## config.mk

```make
export PLATFORM = sky130hd
export DESIGN_NAME = fcmp_arbiter
export DESIGN_NICKNAME = d
export VERILOG_FILES = /design/src/rtl/fcmp_pkg.sv /design/src/rtl/fcmp_core.sv /design/src/rtl/fcmp_arbiter.sv
export SDC_FILE = /design/constraint.sdc
export NUM_CORES = 1
export LEC_CHECK = 0
export CORE_UTILIZATION = 45
export DETAILED_ROUTE_END_ITERATION = 10
export PLACE_DENSITY = 0.78
export SLEW_MARGIN = 20
export SYNTH_ARGS = -nofsm -noshare
export SYNTH_HDL_FRONTEND = slang
export SYNTH_SLANG_ARGS = --single-unit
```

## constraint.sdc

```tcl
create_clock -name clk -period 3.4 [get_ports clk]
set_input_delay 1.02 -clock clk [delete_from_list [all_inputs] [get_ports clk]]
set_output_delay 1.02 -clock clk [all_outputs]
set_load 0.01 [all_outputs]
```

## src/rtl/fcmp_pkg.sv

```systemverilog
// Shared types and helpers for the shared single-precision compare unit.
package fcmp_pkg;

    typedef enum logic [1:0] {
        OP_FEQ = 2'b00,
        OP_FLT = 2'b01,
        OP_FLE = 2'b10,
        OP_RSV = 2'b11
    } op_e;

    typedef enum logic [1:0] {
        S_IDLE = 2'd0,
        S_CMP  = 2'd1,
        S_RESP = 2'd2
    } state_e;

    // Numeric encoding matches the ordering NEG < ZERO < POS.
    typedef enum logic [1:0] {
        CL_NEG  = 2'd0,
        CL_ZERO = 2'd1,
        CL_POS  = 2'd2
    } cls_e;

    localparam int EXP_MSB = 30;
    localparam int EXP_LSB = 23;

    // Latched request: operation plus both operands.
    typedef struct packed {
        op_e         op;
        logic [31:0] x1;
        logic [31:0] x2;
    } cmp_req_t;

    // Denormals flush to zero: any zero exponent is ZERO regardless of sign/mantissa.
    function automatic cls_e classify(input logic [31:0] x);
        if (x[EXP_MSB:EXP_LSB] == '0) return CL_ZERO;
        else if (!x[31])              return CL_POS;
        else                          return CL_NEG;
    endfunction

endpackage

```

## src/rtl/fcmp_core.sv

```systemverilog
// Combinational feq/flt/fle evaluator using class-based ordering (no NaN handling).
module fcmp_core
    import fcmp_pkg::*;
(
    input  op_e         op,
    input  logic [31:0] x1,
    input  logic [31:0] x2,
    output logic        y,
    output logic        err
);

    cls_e c1, c2;
    logic lt, eq;

    // Classify operands, order by class first, then by magnitude bits within a class.
    always_comb begin
        c1 = classify(x1);
        c2 = classify(x2);
        lt = 1'b0;
        eq = 1'b0;
        if (c1 != c2) begin
            lt = (c1 < c2);
        end else begin
            case (c1)
                CL_POS:  begin lt = (x1[30:0] < x2[30:0]); eq = (x1[30:0] == x2[30:0]); end
                CL_NEG:  begin lt = (x2[30:0] < x1[30:0]); eq = (x1[30:0] == x2[30:0]); end
                default: begin lt = 1'b0;                  eq = 1'b1;                   end
            endcase
        end
    end

    // Select the requested predicate; the reserved code reports an error and false.
    always_comb begin
        y   = 1'b0;
        err = 1'b0;
        case (op)
            OP_FEQ:  y = eq;
            OP_FLT:  y = lt;
            OP_FLE:  y = lt | eq;
            default: err = 1'b1;
        endcase
    end

endmodule

```

## src/rtl/fcmp_arbiter.sv

```systemverilog
// Round-robin share of one registered compare unit between two requesters.
module fcmp_arbiter
    import fcmp_pkg::*;
#(
    parameter int CNT_W = 16
) (
    input  logic             clk,
    input  logic             rstn,
    input  logic             req0_valid,
    output logic             req0_ready,
    input  logic [1:0]       req0_op,
    input  logic [31:0]      req0_x1,
    input  logic [31:0]      req0_x2,
    input  logic             req1_valid,
    output logic             req1_ready,
    input  logic [1:0]       req1_op,
    input  logic [31:0]      req1_x1,
    input  logic [31:0]      req1_x2,
    output logic             rsp0_valid,
    input  logic             rsp0_ready,
    output logic             rsp1_valid,
    input  logic             rsp1_ready,
    output logic             rsp_y,
    output logic             rsp_err,
    output logic [CNT_W-1:0] cnt0,
    output logic [CNT_W-1:0] cnt1
);

    state_e   state, state_nxt;
    cmp_req_t req_q;
    logic     own;         // owner of the in-flight op: 0 or 1
    logic     last_grant;
    logic     gnt;         // requester selected this cycle
    logic     rsp_hs;
    logic     accept_en;
    logic     accept;
    logic     core_y, core_err;

    // Alternate on contention; a lone requester wins outright.
    assign gnt        = (req0_valid && req1_valid) ? ~last_grant : req1_valid;
    assign rsp_hs     = (state == S_RESP) && (own ? rsp1_ready : rsp0_ready);
    // A new op can enter from IDLE, or in the same cycle the current response retires.
    assign accept_en  = (state == S_IDLE) || rsp_hs;
    assign req0_ready = accept_en && !gnt;
    assign req1_ready = accept_en &&  gnt;
    assign accept     = (req0_valid && req0_ready) || (req1_valid && req1_ready);
    assign rsp0_valid = (state == S_RESP) && !own;
    assign rsp1_valid = (state == S_RESP) &&  own;

    fcmp_core u_core (
        .op  (req_q.op),
        .x1  (req_q.x1),
        .x2  (req_q.x2),
        .y   (core_y),
        .err (core_err)
    );

    // Next-state decode.
    always_comb begin
        state_nxt = state;
        case (state)
            S_IDLE:  if (accept) state_nxt = S_CMP;
            S_CMP:   state_nxt = S_RESP;
            S_RESP:  if (rsp_hs) state_nxt = accept ? S_CMP : S_IDLE;
            default: state_nxt = S_IDLE;
        endcase
    end

    // State register.
    always_ff @(posedge clk or negedge rstn) begin
        if (!rstn) state <= S_IDLE;
        else       state <= state_nxt;
    end

    // Capture the granted request and remember who was served.
    always_ff @(posedge clk or negedge rstn) begin
        if (!rstn) begin
            req_q      <= '0;
            own        <= 1'b0;
            last_grant <= 1'b1;
        end else if (accept) begin
            req_q      <= gnt ? cmp_req_t'{op_e'(req1_op), req1_x1, req1_x2}
                              : cmp_req_t'{op_e'(req0_op), req0_x1, req0_x2};
            own        <= gnt;
            last_grant <= gnt;
        end
    end

    // Register the compare result; held stable through RESP backpressure.
    always_ff @(posedge clk or negedge rstn) begin
        if (!rstn) begin
            rsp_y   <= 1'b0;
            rsp_err <= 1'b0;
        end else if (state == S_CMP) begin
            rsp_y   <= core_y;
            rsp_err <= core_err;
        end
    end

    // Saturating per-requester completion counters.
    always_ff @(posedge clk or negedge rstn) begin
        if (!rstn) begin
            cnt0 <= '0;
            cnt1 <= '0;
        end else if (rsp_hs) begin
            if (!own && cnt0 != '1) cnt0 <= cnt0 + 1'b1;
            if ( own && cnt1 != '1) cnt1 <= cnt1 + 1'b1;
        end
    end

endmodule

```

# After elaboration in Yosys (flattened, before gate mapping)
# Index checks and enable logic that the tools add are counted.
dict set report classes {
  addsub 2
  order_cmp 3
  n_eq_ne 11
  n_mux 17
  bitwise_logic 2
  n_reduce_logical 24
}
# op n
set op_table {}
lappend op_table {{$mux W66} 1}
lappend op_table {{$lt A31 B31 Y1} 2}
lappend op_table {{$add A16 B1 Y16 const B} 2}
lappend op_table {{$ne A16 B16 Y1 const B} 2}
lappend op_table {{$eq A31 B31 Y1} 1}
lappend op_table {{$logic_not A8 Y1} 2}
lappend op_table {{$mux W2} 6}
lappend op_table {{$logic_and A1 B1 Y1} 10}
lappend op_table {{$mux W1} 7}
lappend op_table {{$eq A2 B2 Y1 const B} 3}
lappend op_table {{$logic_not A2 Y1} 3}
lappend op_table {{$pmux W2 S3} 1}
lappend op_table {{$reduce_and A2 Y1} 3}
lappend op_table {{$eq A2 B1 Y1 const B} 2}
lappend op_table {{$ne A2 B2 Y1 const B} 2}
lappend op_table {{$pmux W1 S3} 1}
lappend op_table {{$reduce_or A3 Y1} 1}
lappend op_table {{$logic_not A1 Y1} 2}
lappend op_table {{$logic_or A1 B1 Y1} 2}
lappend op_table {{$lt A2 B2 Y1} 1}
lappend op_table {{$ne A2 B2 Y1} 1}
lappend op_table {{$pmux W1 S2} 1}
lappend op_table {{$reduce_or A2 Y1} 1}
lappend op_table {{$not A1 Y1} 1}
lappend op_table {{$or A1 B1 Y1} 1}
dict set report totals {
  reg_bits 104
  wordCells 69
}

# Logic depth before layout (Yosys ltp)
# Gate-level depths: netlist of run 1.
dict set report depth {
  depth_word 9
  ltp_mapped 10
}

# By module
# A second synthesis of run 1 with hierarchy kept.
dict set report hier_totals {
  hier_cells 585
  area_unflattened_um2 5955.7
}
# module instances cells_each area_per_inst_um2 seq_area_each_um2
set modules_own_cells {}
lappend modules_own_cells {fcmp_arbiter 1 455 4991.0 2603.7}
lappend modules_own_cells {fcmp_core 1 130 964.7 0.0}

# Worst setup path before layout of run 1
# OpenSTA, ideal clock, no wires.
dict set report synth_timing {
  kind {input-to-output}
  start {in req1_valid}
  end {out req1_ready}
  arrival_time_ns 2.061
  required_ns 2.380
  setup_slack_ns 0.319
  cell_stages 6
  path_cell_list {a21boi_0 -> clkbuf_1 -> buf_2 -> buf_2 -> nand2_1 -> inv_1}
}
dict set report synth_between {
  elab_chain_cells 3
}
# item line
set synth_lines {}
lappend synth_lines {{start: declaration} fcmp_arbiter.sv:14} ;# input logic req1_valid,
lappend synth_lines {{$logic_and A1 B1 Y1} fcmp_arbiter.sv:40} ;# assign gnt = (req0_valid && req1_valid) ? ~last_grant : req1_valid;
lappend synth_lines {{$mux W1 (*)} fcmp_arbiter.sv:40}
lappend synth_lines {{$logic_and A1 B1 Y1 (*)} fcmp_arbiter.sv:45} ;# assign req1_ready = accept_en && gnt;
lappend synth_lines {{end: declaration} fcmp_arbiter.sv:15} ;# output logic req1_ready,
# Every way passes the cells marked *; elsewhere a longest branch is shown, timed or not.

# Worst setup path in the final report of run 1
dict set report layout_timing {
  start {in rsp0_ready}
  end {out req1_ready}
}
dict set report layout_between {
  elab_chain_cells 4
}
# item line
set layout_lines {}
lappend layout_lines {{start: declaration} fcmp_arbiter.sv:20} ;# input logic rsp0_ready,
lappend layout_lines {{$mux W1} fcmp_arbiter.sv:41} ;# assign rsp_hs = (state == S_RESP) && (own ? rsp1_ready : rsp0_ready);
lappend layout_lines {{$logic_and A1 B1 Y1} fcmp_arbiter.sv:41}
lappend layout_lines {{$logic_or A1 B1 Y1} fcmp_arbiter.sv:43} ;# assign accept_en = (state == S_IDLE) || rsp_hs;
lappend layout_lines {{$logic_and A1 B1 Y1} fcmp_arbiter.sv:45}
# Every way passes these cells.

==> impl.org, run 1 <==
** STA
- Setup violations remaining at the end of the flow were counted as 0.
- Max-Slew Margin vs Limit :: 52.8%
- The clock arrives with 11.9 ps of skew.
- Subtracting the final worst setup slack from the clock period gives 3190 ps.
- At the pin with the least slew margin, the transition time is 707 ps.
- The final hold violation count came to 0.
- Timing would allow up to 0.313 GHz.
- Tcrit/Tclk final :: 93.8%
- Setup slack on the critical path of the routed design comes to 209 ps.
- Setup repair after global routing left no endpoint under its margin.
- The final max-slew violation count is 0.

** Logic synthesis
- Of all cell types, the one taking the most synthesized area is sky130_fd_sc_hd__dfrtp_1.
- Number of register bits inferred by synthesis :: 104
- Synthesized netlist net count :: 743
- EDFF count, synth :: 0
- Of the total synthesized cell area, the portion taken by XOR and XNOR cells is 4.65%.
- Syn avg cell area :: 9.91 µm²
- Library cells used by synthesis :: 50
- Dominant cells by area after synthesis :: sky130_fd_sc_hd__dfrtp_1, sky130_fd_sc_hd__mux2i_1, sky130_fd_sc_hd__ha_1
- The synthesized design devotes to its leading area cell type 45.6% of total area.
- The cell area that synthesis handed to floorplanning was 0.00565 mm².
- The synthesized netlist devotes 10.7% of its cell area to compound gates.
- Synth Warn # :: 0
- Async SR Flop Fraction :: 100%
- The most used flip-flop cell after synthesis is sky130_fd_sc_hd__dfrtp_1.
- By count the netlist is led by sky130_fd_sc_hd__dfrtp_1, sky130_fd_sc_hd__nor2_1, sky130_fd_sc_hd__a21oi_1.
- Simple-gate area share of the yosys netlist :: 14.1%
- By area, the combinational part of the netlist is dominated by simple AND/OR/NAND/NOR gates.
- The synthesized netlist devotes 7.76% of its cell area to adder and majority cells.
- Count leader, synth :: sky130_fd_sc_hd__dfrtp_1
- Register area share after synthesis :: 46.1%
- In the synthesized netlist, the number of instances is 570.
- Mux contribution to synthesized area :: 12.1%

** Clock network
- CTS Root Cell :: sky130_fd_sc_hd__clkbuf_16
- Sinks on Clock Net :: 104
- In this run the deepest clock path goes through 2 buffers.
- In this run, CTS created clock tree buffers numbering 9.
- The later pin in the worst-skew pair is clocked with a latency of 350 ps.
- Clock transition at the registers of the reported paths :: 70 ps
- The clock tree synthesis step divided the H-tree into 3 levels.
- TritonCTS built the clock tree.
- Hold-fix buffers at CTS :: 0

** Routing
- DRC :: 0
- Detail Route Antenna Nets :: 0
- Vias per cell :: 5.18
- Routed length per placed instance :: 15.5 µm
- In this run, the number of DRC markers left after iteration 0 of detailed routing was 189.
- DR pass1 iterations :: 4
- The routed layout has 4778 vias.
- WL final :: 14300 µm

** Finish
- Post-Layout Inst Area :: 0.00800 mm²
- Count of antenna diodes in the layout :: 0
- Of the cells placed in the final design, the portion with a size suffix greater than 1 is 6.90%.
- Once layout is complete, the cells apart from fillers number 922.
- Total Nets Final :: 922
- Area added between synthesis and finish :: 41.7%

** Global routing
- Number of antenna violations at the first check in global routing :: 0
- First-pass GRT wire length :: 23500 µm
- GR Overflow Total :: 0
- Entering global routing, the biggest net connects 54 pins.
- The via count of the first global-routing pass came to 4923.
- Total routing usage reported by global routing :: 23.1%

** Worst setup path
- The worst setup path is launched from an input pin.
- Peak fanout along the critical path :: 2
- Kind of end point of the critical path :: output port
- Data arrives at the worst endpoint at 2170 ps.
- Data on the critical path is required at its endpoint by 2380 ps.
- CP Class :: input pin to output port

** Placement
- Port Buffers :: 175
- In this run, placement finished with an instance count of 905.
- Final weighted congestion in routability-driven placement :: 0.823
- Cell area after placement :: 0.00769 mm²
- Detailed placement HPWL :: 10800 µm
- Timing analysis after detailed placement gives a worst setup slack of -164 ps.

** Die
- Initial core utilization :: 46.6%
- Number of placement rows :: 40
- 176 I/O pins were placed.
- In this run the horizontal extent of the chip is 114 µm.
- Overall die height :: 114 µm
- Core region area :: 0.0121 mm²
- The die covers 0.0130 mm².

** Job
- Maximum Capacitance Violations :: 0

** Worst hold path
- The tightest min-delay check is of the flip-flop to flip-flop type.

** Pwr
- PD cells :: 704 mW/mm²
- Across the VDD grid, the largest voltage drop is 0.000352 V.
- Leakage component of the power :: 0.00361 µW

** Run status
- The flow ran to the end, and the final reports show no timing, DRC or antenna violations.
[repair_timing]
action,in CTS,in global routing
pin swaps,1,0
setup endpoints to repair,2,1
setup buffers,1,0
gates resized for setup,4,2
[state kept, by name (all words and copies together) (netlist names)]
name        count
cnt0           16
cnt1           16
last_grant      1
own             1
req_q          66
rsp_err         1
rsp_y           1
state           2
[worst max-delay path, stage by stage]
cell and delay, ps:
sky130_fd_sc_hd__clkdlybuf4s50_1 450, sky130_fd_sc_hd__nand2_1 90, sky130_fd_sc_hd__a31oi_4 210, sky130_fd_sc_hd__nand2_1 90, sky130_fd_sc_hd__inv_1 60, sky130_fd_sc_hd__dlygate4sd2_1 250
[kinds of logic after synthesis]
logic type / Yosys count
flip-flops: 104
adder cells (fa/ha/maj): 35
buffers and inverters: 65
AND/OR/NAND/NOR: 164
AO/OA/AOI/OAI: 104
XOR/XNOR: 30
multiplexers: 68
[layout by cell type (no fill, tap or decap), types with 2 or more instances in the layout]
master and n:
sky130_fd_sc_hd__clkdlybuf4s50_1 172, sky130_fd_sc_hd__dfrtp_1 103, sky130_fd_sc_hd__nor2_1 86, sky130_fd_sc_hd__a21oi_1 81, sky130_fd_sc_hd__mux2i_1 66, sky130_fd_sc_hd__inv_1 41, sky130_fd_sc_hd__ha_1 35, sky130_fd_sc_hd__xnor2_1 18
sky130_fd_sc_hd__nand2_1 17, sky130_fd_sc_hd__nand3_1 16, sky130_fd_sc_hd__buf_4 14, sky130_fd_sc_hd__xor2_1 12, sky130_fd_sc_hd__nand4_1 11, sky130_fd_sc_hd__clkbuf_16 9, sky130_fd_sc_hd__and4_1 5, sky130_fd_sc_hd__nand2b_1 4
sky130_fd_sc_hd__and3_1 4, sky130_fd_sc_hd__nor3_1 4, sky130_fd_sc_hd__o21ai_0 4, sky130_fd_sc_hd__a21o_1 4, sky130_fd_sc_hd__buf_12 4, sky130_fd_sc_hd__or4_1 2, sky130_fd_sc_hd__or2_2 2, sky130_fd_sc_hd__nor2b_1 2
sky130_fd_sc_hd__o21ai_1 2, sky130_fd_sc_hd__clkinvlp_4 2
[metrics by stage]
step	hold WS [ps]	setup TNS [ps]	total power (µW)	utilization (%)
global route	536	0	6090	66.1
detailed placement	488	-322	4570	63.5
global placement	472	-185	4400	63.5
finish	498	0	5630	66.1
floorplan	457	0	3620	-
CTS	500	0	5670	66.1
[final timing paths]
path	start	endpoint	slack, ps	depth (start not counted)
hold reg to reg	cnt0[9]$_DFFE_PN0P_	cnt0[9]$_DFFE_PN0P_	500	1
max in group asynchronous	rstn	last_grant$_DFFE_PN1P_	1960	2
hold / removal	cnt0[9]$_DFFE_PN0P_	cnt0[9]$_DFFE_PN0P_	500	1
min in group asynchronous	rstn	req_q[55]$_DFFE_PN0P_	700	1
setup reg to reg	req_q[18]$_DFFE_PN0P_	rsp_y$_DFFE_PN0N_	940	9
setup / recovery	rsp0_ready	req1_ready	210	6
[area by class of cell]
class / instances / area [µm²]
multi-input combinational: 401 / 2820
fill: 966 / 4110
clock buffer: 10 / 229
sequential: 104 / 2600
timing repair buffer: 192 / 1920
tap: 168 / 210
clock inverter: 6 / 67.6
inverter: 41 / 154
[power breakdown]
part	total, µW	switching [µW]	internal, µW
registers	2070	356	1720
logic	2510	1310	1200
clock network	1040	471	574
[layer usage]
metal | vias up | part of all wire, % | track usage [%]
li1 | 2325 | - | -
met1 | 2273 | 44 | 29.3
met2 | 160 | 48 | 39.2
met3 | 20 | 6.8 | 4.73
met4 | 0 | 1.6 | 8.31
met5 | - | 0 | 0
No activity file was read; power rests on OpenSTA's default activity.
==> run 2, diff against run 1 <==
SLEW_MARGIN = unset   (was 20)
==> results of run 2 <==
Final layout, timing and power as in run 1 (identical DEF).
==> run 3, diff against run 2 <==
ABC_AREA = 1   (was unset)
PLACE_DENSITY = 0.76   (was 0.78)
==> impl.org, run 3 <==
** STA
- The final hold violation count is 0.
- The worst pin sits at a relative slew slack of 54.5%.
- Tcrit/Tclk final :: 97.9%
- Smallest hold slack :: 489 ps
- Subtracting the final worst setup slack from the clock period gives 3330 ps.
- The final max-slew violation count came to 0.
- Static timing analysis puts the maximum clock frequency at 0.300 GHz.
- Setup repair after global routing left no endpoint under its margin.
- Slew at the pin closest to its max-slew limit :: 682 ps
- Layout Skew :: 4.68 ps
- Setup-violating endpoint count in the final report :: 0

** Job
- Across the run, the number of max-cap violations was 0.

** Global routing
- GR Overflow Total :: 0
- The via count of the first global-routing pass was 5379.
- Across every metal layer, demand over resource in global routing totals 22.0%.
- Pin count of the biggest net entering global routing :: 67
- The first global-routing pass estimated 24800 µm of wire.
- The number of antenna violations at the first check in global routing was 0.

** Die
- Measured along the x axis, the die boundary spans 118 µm.
- Initial core utilization :: 47.0%
- Row generation in the floorplan step produced 41 rows.
- Core region area :: 0.0129 mm²
- Boundary pin count :: 176
- The floorplan step defined a die boundary enclosing 0.0139 mm².
- Overall die height :: 118 µm

** Worst setup path
- For the worst setup path, the data arrival time is 2310 ps.
- Library cell contributing the largest single delay on the critical path :: sky130_fd_sc_hd__clkdlybuf4s50_1
- The number of cells on the worst reg-to-reg path is 11.
- The critical path starts at rsp0_ready.
- Dominant delay contributor by cell family on the critical path :: buffers and inverters
- In this run the critical register-to-register path is launched from cnt0[0]$_DFFE_PN0P_.
- Peak fanout along the critical path :: 4
- Largest stage delay on the critical path :: 450 ps
- Traced cell by cell, the critical path runs through clkdlybuf4s50_1 > inv_1 > o21ai_2 > o21ai_1 > buf_4 > nor2_1 > dlygate4sd2_1.
- At the worst endpoint, the required time is 2380 ps.
- WP buf/inv :: 4
- Kind of end point of the critical path :: output port
- The worst register-to-register path ends at cnt0[10]$_DFFE_PN0P_.
- In this run the register-to-register setup slack is 1440 ps.
- The worst setup path is launched from an input pin.
- The critical path is of the input pin to output port type.

** Finish
- Number of fill cells :: 1172
- Reg with most FFs :: req_q
- The sequential cells in the finished layout cover a total of 0.00260 mm².
- For this run, the post-layout net count is 1076.
- Registers with the most flip-flops :: req_q: 66 flops, cnt0: 16 flops, cnt1: 16 flops
- Commonest non-fill, non-tap cell in the layout :: sky130_fd_sc_hd__clkdlybuf4s50_1
- The multi-input combinational cells in the finished layout cover a total of 0.00299 mm².
- Post-Layout Inst Area :: 0.00834 mm²
- Commonest non-fill, non-tap cells in the layout :: sky130_fd_sc_hd__clkdlybuf4s50_1, sky130_fd_sc_hd__dfrtp_1, sky130_fd_sc_hd__nand2_1
- In the final layout, the share of cells above drive strength 1 is 9.37%.
- The repair_antennas step left the layout with diodes totalling 0.
- Area added between synthesis and finish :: 37.8%
- Largest register FFs :: 66

** Placement
- During placement, the flow inserted port buffers numbering 175.
- Cell area after placement :: 0.00803 mm²
- Detailed placement HPWL :: 10800 µm
- The congestion estimate from routability-driven global placement came to 0.825.

** Logic synthesis
- Async SR Flop Fraction :: 100%
- The commonest cells after synthesis are sky130_fd_sc_hd__dfrtp_1, sky130_fd_sc_hd__nand2_1, sky130_fd_sc_hd__nor2_1.
- In this run the mean area of a mapped cell was 8.23 µm².
- The synthesized design contains 0 enable-type register cells.
- Most used flip-flop cell after synthesis :: sky130_fd_sc_hd__dfrtp_1
- Synth Warn # :: 0
- After synthesis the netlist holds a flip-flop and latch count of 104.
- Sequential elements use 43.0% of the synthesized area.
- The largest total area in the synthesized netlist belongs to sky130_fd_sc_hd__dfrtp_1.
- After synthesis, the netlist uses 32 different library cells.
- Mapped cell area :: 0.00605 mm²
- The number of nets in the synthesized netlist is 908.
- In the synthesized netlist, the number of instances is 735.
- Count leader, synth :: sky130_fd_sc_hd__dfrtp_1
- Area share of the largest cell type after synthesis :: 42.6%
- Ranked by total cell area, the synthesized netlist is headed by sky130_fd_sc_hd__dfrtp_1, sky130_fd_sc_hd__ha_1, sky130_fd_sc_hd__nand2_1.

** Clock network
- The H-tree was split into 3 levels.
- Number of clock buffers inserted by TritonCTS :: 9
- Sinks on Clock Net :: 104
- Clock-pin slew was measured on the worst setup and hold paths at 60 ps.
- Hold-fix buffers at CTS :: 0
- TritonCTS built the clock tree.
- The tree is rooted in a sky130_fd_sc_hd__clkbuf_16.
- Later-pin clock latency in the skew report :: 340 ps
- Clk buf depth :: 2

** Routing
- DR pass1 iterations :: 4
- Detail Route Antenna Nets :: 0
- For this run, design rule violations remaining after detail routing come to 0.
- Routed length per placed instance :: 13.2 µm
- WL final :: 14200 µm
- Detailed routing inserted a total of 5315 vias.
- Vias per cell :: 4.93
- Initial DRC Count :: 289

** Pwr
- Leakage component of the power :: 0.00374 µW
- PD cells :: 735 mW/mm²
- Max IR drop VDD :: 0.000434 V

** Run status
- The run finished with clean final reports.

** Worst hold path
- Origin of the worst min-delay path :: last_grant$_DFFE_PN1P_
- Class of the tightest hold or removal check :: flip-flop to flip-flop
- End point of the most critical hold path :: last_grant$_DFFE_PN1P_
- Hold path depth :: 2
## run 3: cell count changes in the layout (fill, tap and decap cells not counted), moves of 26 or more
cell,delta
sky130_fd_sc_hd__nand2_1,+80
sky130_fd_sc_hd__a21oi_1,-69
sky130_fd_sc_hd__mux2i_1,-66
sky130_fd_sc_hd__o21ai_1,+53
sky130_fd_sc_hd__inv_1,+42
sky130_fd_sc_hd__o211ai_1,+40
sky130_fd_sc_hd__or2_2,+38
sky130_fd_sc_hd__o21a_1,+26
## run 3: tightest hold or removal path, stage by stage, from the launching register on
cell	delay [ps]
sky130_fd_sc_hd__dfstp_2	370
sky130_fd_sc_hd__o21ai_0	60
sky130_fd_sc_hd__nand2_1	60
## run 3: kinds of logic after synthesis
group | synth area share [%]
DFF | 43.0
xor gates and xnor gates | 4.34
and+or+nand+nor | 21.9
adders and majority gates | 7.24
AOI/OAI and AO/OA | 15.8
buffers and inverters | 7.65
## run 3: where the power goes
part / switching, µW / internal, µW / total (µW) / leakage (µW)
Clock: 441 / 638 / 1080 / 0.000147
Sequential: 293 / 1740 / 2030 / 0.00124
Combinational: 1670 / 1350 / 3020 / 0.00236
Total: 2400 / 3730 / 6130 / 0.00374
## run 3: worst max path at each step
| stage | slack [ps] | cells after the start | endpoint |
|---|---|---|---|
| 3_3_place_gp | -270 | 7 | req1_ready |
| 3_5_place_dp | -270 | 7 | req1_ready |
| 6_report | 70 | 7 | req0_ready |
| 4_1_cts | 40 | 7 | req1_ready |
| 2_1_floorplan | 530 | 6 | req0_ready |
| 5_1_grt | 9 | 7 | req0_ready |
## run 3: layout make-up
cell class | count | share of cell area [%]
tap | 172 | 2.58
timing repair buffer | 186 | 22.5
inverter | 90 | 4.05
sequential | 104 | 31.2
clock buffer | 9 | 2.70
multi-input combinational | 512 | 35.9
clock inverter | 6 | 1.02
## run 3: routing by layer
layer / routed length (µm) / vias up / GRT usage [%]
li1: - / 2757 / -
met1: 6670 / 2394 / 28.9
met2: 6640 / 149 / 36.7
met3: 729 / 15 / 3.44
met4: 204 / 0 / 7.45
met5: 0 / - / 0
## run 3: repair_timing
item / 4_1_cts / 5_1_grt
endpoints found under the setup margin: 2 / 1
gates resized for setup: 3 / 2
buffers inserted: 0 / 0
## run 3: per-stage QoR
stage | total power, µW | setup WS, ps | util [%] | setup TNS, ps | instances
CTS | 6200 | 39.3 | 64.8 | 0 | 1079
floorplan | 4060 | 533 | - | 0 | 735
global placement | 5010 | -271 | 62.4 | -500 | 1064
global route | 6740 | 8.53 | 64.7 | 0 | 1079
finish | 6130 | 71.1 | 64.7 | 0 | 1079
detailed placement | 5090 | -275 | 62.4 | -508 | 1064
